<file path="config.mk">
export PLATFORM = sky130hd
export DESIGN_NAME = npu_stream_master
export DESIGN_NICKNAME = d
export VERILOG_FILES = /design/src/rtl/npu_pkg.sv /design/src/rtl/npu_stream_master.sv
export SDC_FILE = /design/constraint.sdc
export NUM_CORES = 1
export LEC_CHECK = 0
export BUFFER_PORTS_ARGS = -buffer_cell sky130_fd_sc_hd__clkbuf_2
export CORE_MARGIN = 4
export CORE_UTILIZATION = 52
export CTS_CLUSTER_DIAMETER = 150
export DETAILED_ROUTE_END_ITERATION = 12
export HOLD_SLACK_MARGIN = 0.02
export PLACE_DENSITY = 0.86
export RECOVER_POWER = 50
export SETUP_SLACK_MARGIN = 0.3
export SYNTH_ARGS = -nofsm -noshare
export SYNTH_HDL_FRONTEND = slang
export SYNTH_SLANG_ARGS = --single-unit
</file>
<file path="constraint.sdc">
create_clock -name clk_i -period 9.05 [get_ports clk_i]
set_input_delay 1.81 -clock clk_i [delete_from_list [all_inputs] [get_ports clk_i]]
set_output_delay 1.81 -clock clk_i [all_outputs]
set_load 0.02 [all_outputs]
</file>
<file path="src/rtl/npu_pkg.sv">
// rtl/npu_pkg.sv - shared NPU register map and stream-master state encoding
package npu_pkg;

    // Register offsets from the NPU base address, shared with the NPU block
    localparam logic [31:0] TypeAddr   = 32'h0;
    localparam logic [31:0] InputAddr  = 32'h4;
    localparam logic [31:0] OutputAddr = 32'h8;

    typedef enum logic [2:0] {
        IDLE,
        CFG,
        WR_IN,
        RD_REQ,
        RD_CAP,
        RESP
    } npu_ms_state_e;

endpackage

</file>
<file path="src/rtl/npu_stream_master.sv">
// rtl/npu_stream_master.sv - stream-to-NPU register bus master, one element in flight
module npu_stream_master
    import npu_pkg::*;
#(
    parameter int                DWidth   = 32,
    parameter logic [DWidth-1:0] BaseAddr = '0,
    parameter int                CntWidth = 16
) (
    input  logic                clk_i,
    input  logic                rst_i,
    input  logic                type_valid_i,
    output logic                type_ready_o,
    input  logic [DWidth-1:0]   type_i,
    input  logic                in_valid_i,
    output logic                in_ready_o,
    input  logic [DWidth-1:0]   in_data_i,
    output logic                out_valid_o,
    input  logic                out_ready_i,
    output logic [DWidth-1:0]   out_data_o,
    output logic                busy_o,
    output logic [CntWidth-1:0] count_o,
    output logic                npu_cen_o,
    output logic                npu_wen_o,
    output logic [DWidth-1:0]   npu_addr_o,
    output logic [DWidth-1:0]   npu_wdata_o,
    input  logic [DWidth-1:0]   npu_rdata_i
);

    localparam logic [DWidth-1:0] TypeRegAddr   = BaseAddr + DWidth'(TypeAddr);
    localparam logic [DWidth-1:0] InputRegAddr  = BaseAddr + DWidth'(InputAddr);
    localparam logic [DWidth-1:0] OutputRegAddr = BaseAddr + DWidth'(OutputAddr);

    npu_ms_state_e       state_q, state_d;
    logic [DWidth-1:0]   type_q, type_d;
    logic [DWidth-1:0]   opnd_q, opnd_d;
    logic [DWidth-1:0]   result_q, result_d;
    logic [CntWidth-1:0] count_q, count_d;

    // Next-state and register updates; type requests win over operands in IDLE
    always_comb begin
        state_d  = state_q;
        type_d   = type_q;
        opnd_d   = opnd_q;
        result_d = result_q;
        count_d  = count_q;
        unique case (state_q)
            IDLE: begin
                if (type_valid_i) begin
                    type_d  = type_i;
                    state_d = CFG;
                end else if (in_valid_i) begin
                    opnd_d  = in_data_i;
                    state_d = WR_IN;
                end
            end
            CFG: begin
                count_d = '0;
                state_d = IDLE;
            end
            WR_IN:  state_d = RD_REQ;
            RD_REQ: state_d = RD_CAP;
            RD_CAP: begin
                // Read data arrives the cycle after the read request
                result_d = npu_rdata_i;
                state_d  = RESP;
            end
            RESP: begin
                if (out_ready_i) begin
                    count_d = count_q + CntWidth'(1);
                    state_d = IDLE;
                end
            end
            default: state_d = IDLE;
        endcase
    end

    // NPU bus cycle decode; bus is parked at zero whenever no cycle is active
    always_comb begin
        npu_cen_o   = 1'b0;
        npu_wen_o   = 1'b0;
        npu_addr_o  = '0;
        npu_wdata_o = '0;
        unique case (state_q)
            CFG: begin
                npu_cen_o   = 1'b1;
                npu_wen_o   = 1'b1;
                npu_addr_o  = TypeRegAddr;
                npu_wdata_o = type_q;
            end
            WR_IN: begin
                npu_cen_o   = 1'b1;
                npu_wen_o   = 1'b1;
                npu_addr_o  = InputRegAddr;
                npu_wdata_o = opnd_q;
            end
            RD_REQ: begin
                npu_cen_o  = 1'b1;
                npu_addr_o = OutputRegAddr;
            end
            default: begin
                npu_cen_o   = 1'b0;
                npu_wen_o   = 1'b0;
                npu_addr_o  = '0;
                npu_wdata_o = '0;
            end
        endcase
    end

    // Stream handshakes; readies are masked during reset so every output reads 0
    always_comb begin
        type_ready_o = (state_q == IDLE) && !rst_i;
        in_ready_o   = (state_q == IDLE) && !type_valid_i && !rst_i;
        out_valid_o  = (state_q == RESP);
        out_data_o   = result_q;
        busy_o       = (state_q != IDLE);
        count_o      = count_q;
    end

    // State and datapath registers; reset drops any element in flight
    always_ff @(posedge clk_i or posedge rst_i) begin
        if (rst_i) begin
            state_q  <= IDLE;
            type_q   <= '0;
            opnd_q   <= '0;
            result_q <= '0;
            count_q  <= '0;
        end else begin
            state_q  <= state_d;
            type_q   <= type_d;
            opnd_q   <= opnd_d;
            result_q <= result_d;
            count_q  <= count_d;
        end
    end

endmodule

</file>
==> out/summary.txt <==
Pint - 1.61 mW
Antenna diode count - 0
Worst-margin pin slew - 2300 ps
Area of the multi-input gates - 2040 um^2
Worst-Skew Late Latency - 500 ps
Arr. time, crit path - 2750 ps
FF+latch area - 2880 um^2
Final min period - 4560 ps
Failing checks - capacitance limit, slew limit
YS warnings - 0
Sequential-to-total area share from yosys stat - 55.7%
Pwr per Cell Area - 383 nW/um^2
Wirelength per Cell - 16.9 um
Initial Utilization - 53.1%
Top_reg_cell synth - dfrtp_1
Max-slew headroom - -54.1%
Final Hold Fails - 0
Clock sinks - 115
Cell family with most CP delay - simple AND/OR/NAND/NOR gates
Core ar. - 9730 um^2
Max-cap violations - 4
Worst-path clk slew - 50 ps
Drt first pass iters - 4
Vias in the first global route - 3,878
Num CTS Buffers - 17
Worst Path Buf+Inv - 2
Static leakage - 3.34 nW
Worst min path class - reg2reg
CTS tree - built
Yosys reg bits - 115
Pin count of the biggest net entering global routing - 63
Drt drc - 0
Setup TNS - 0 ps
CTS resizes - 0
Unique masters post-synth - 36
Antenna violations before repair - 0
Syn Area/Cell - 13.2 um^2
Post-CTS Setup Bufs - 0
Post-synthesis cell count - 391
First-pass GRT wire length - 19.0 mm
Placed Cells - 694
DRT antenna net count - 0
DRT iter0 DRCs - 140
Fillers - 696
Sequential share of power - 34.9%
GRT Util Overall - 21.5%
Final WS setup - 4490 ps
Via-to-Cell Ratio - 5.26
Asr flop ratio synth - 100%
DIE WIDTH - 108 um
Grt ovf - 0
Cell Rows - 36
Status - finished with violations
Fin nets - 682
Worst path required time - 7240 ps
RSZ-0062 raised after global routing - no
Post-DP Area - 6100 um^2
Number of flops mapped to enable cells by yosys - 0
CP max-delay cell - dfrtp_1
Critical path startpoint category - flip-flop
Critical path class - reg2out
Max frequency - 0.219 GHz
Mapped cell area - 5170 um^2
DP HPWL - 8.91 mm
Clock network power share - 27.5%
Worst-path cell chain - nand2b_1, nor2_2, buf_4, a22o_1, clkbuf_2
Switching portion of total power - 37.1%
Net load switching power - 951 uW
Kind of end point of the critical path - primary output
CTS Root Cell - clkbuf_8
DIE AREA - 11,600 um^2
Crit-path max FO - 26
Fin crit share - 50.4%
Layout cells sized above 1 - 37.6%
Setup violations, final - 0
Boundary Pins - 219
Clk buf depth - 2
GPL Wtd Cong - 0.842
VDD IR-drop max - 0.233 mV
Cell area after layout - 6700 um^2
Detailed Route WL - 12.3 mm
Port-buffer cells - 188
CTS Hold Bufs - 0
Pre-CTS WS - 4940 ps
Combinational share of power - 37.7%
Area Overhead vs Synth - 29.6%
DR vias - 3,817
Htree depth - 4
Final std cells w/o fill - 726
Worst Skew - 4.57 ps
Slew Limit Fails - 152
Chip height - 108 um
Slowest stage delay, CP - 610 ps
[power groups by stage]
| stage | logic (mW) | clock network, mW | registers (mW) |
|---|---|---|---|
| 2_1_floorplan | 0.619 | 0 | 0.937 |
| 3_3_place_gp | 0.946 | 0 | 0.882 |
| 3_5_place_dp | 0.973 | 0 | 0.902 |
| 4_1_cts | 0.980 | 0.719 | 0.893 |
| 5_1_grt | 1.05 | 0.745 | 0.923 |
| 6_report | 0.966 | 0.704 | 0.894 |
[final cells by class]
cell class | count | area share, %
clock inverters | 14 | 3.14
multi-input cells | 248 | 30.4
well taps | 133 | 2.49
flip-flops and latches | 115 | 43.0
clock buffers | 18 | 6.24
repair buffers | 194 | 14.5
inverters | 4 | 0.243
[routing by layer]
layer	vias to the layer above	part of all wire (%)	global-route usage, %
met2	192	50	35.8
met3	22	9.7	8.94
met1	1885	38	24.4
met4	0	2.1	8.75
met5	-	0	0
li1	1718	-	-
[layout by cell type, fill, tap and decap left out, types with 2 or more instances in the layout]
cell type | netlist | layout
conb_1 | 1 | 30
inv_1 | 4 | 3
a22o_1 | 34 | 34
clkinv_2 | 0 | 4
clkinvlp_4 | 0 | 3
bufinv_16 | 0 | 5
mux2_1 | 96 | 96
and2_1 | 3 | 2
clkbuf_1 | 3 | 7
nand2_1 | 16 | 16
or3_1 | 2 | 2
xnor2_1 | 2 | 2
nand2b_1 | 4 | 4
and4b_1 | 2 | 2
nor2_1 | 11 | 10
nand3_1 | 4 | 4
o21ai_0 | 2 | 3
nor4_1 | 2 | 2
xor2_1 | 3 | 3
mux2i_1 | 7 | 7
dfrtp_1 | 115 | 115
nor3_1 | 4 | 5
clkbuf_2 | 0 | 185
nand4_1 | 8 | 9
buf_4 | 34 | 3
a21oi_1 | 3 | 3
clkbuf_16 | 0 | 16
and4_1 | 3 | 3
[through the flow]
stage	hold slack, ps	util (%)	power (mW)
CTS	487	69.1	2.59
floorplan	459	-	1.56
global placement	466	62.7	1.83
global route	501	68.8	2.71
detailed placement	475	62.7	1.87
finish	484	68.8	2.56
[registers in the layout (all words and copies together), names as in the netlist]
register and cells:
opnd_q 32, count_o 16, state_q 3, out_data_o 32, type_q 32
[cells by family after synthesis]
| family | Yosys count | share of synthesized area, % |
|---|---|---|
| compound gates | 44 | 6.85 |
| xor+xnor | 5 | 0.847 |
| fa+ha+maj | 1 | 0.242 |
| buf+inv | 57 | 6.97 |
| flops | 115 | 55.7 |
| mux | 103 | 22.3 |
| other cells | 1 | 0.0726 |
| simple gates | 65 | 7.07 |
[worst reg2reg max path: stages, from the launching register on]
cell and delay (ps):
dfrtp_1 610, nor3_1 350, and2_1 170, clkbuf_1 1390, mux2_1 440
[final timing paths]
path                             from              end  slack [ps]  cells past startpoint
setup / recovery           state_q[0]  npu_wdata_o[19]        4490                      5
max in group asynchronous       rst_i       type_q[26]        5490                      3
min in group asynchronous       rst_i       state_q[1]        1950                      2
hold reg to reg             type_q[0]        type_q[0]         480                      1
hold / removal              type_q[0]        type_q[0]         480                      1
setup reg to reg           state_q[2]       type_q[26]        5960                      4
[synthesized netlist by cell type (4+ instances only)]
cell	n	share of area, %
nand4_1	8	0.97
nor3_1	4	0.39
mux2_1	96	21
nand2_1	16	1.2
inv_1	4	0.29
dfrtp_1	115	56
nand2b_1	4	0.48
mux2i_1	7	1.4
buf_4	34	4.9
buf_2	15	1.5
nor2_1	11	0.80
a22o_1	34	5.8
nand3_1	4	0.39
(Power assumes the default switching activity.)
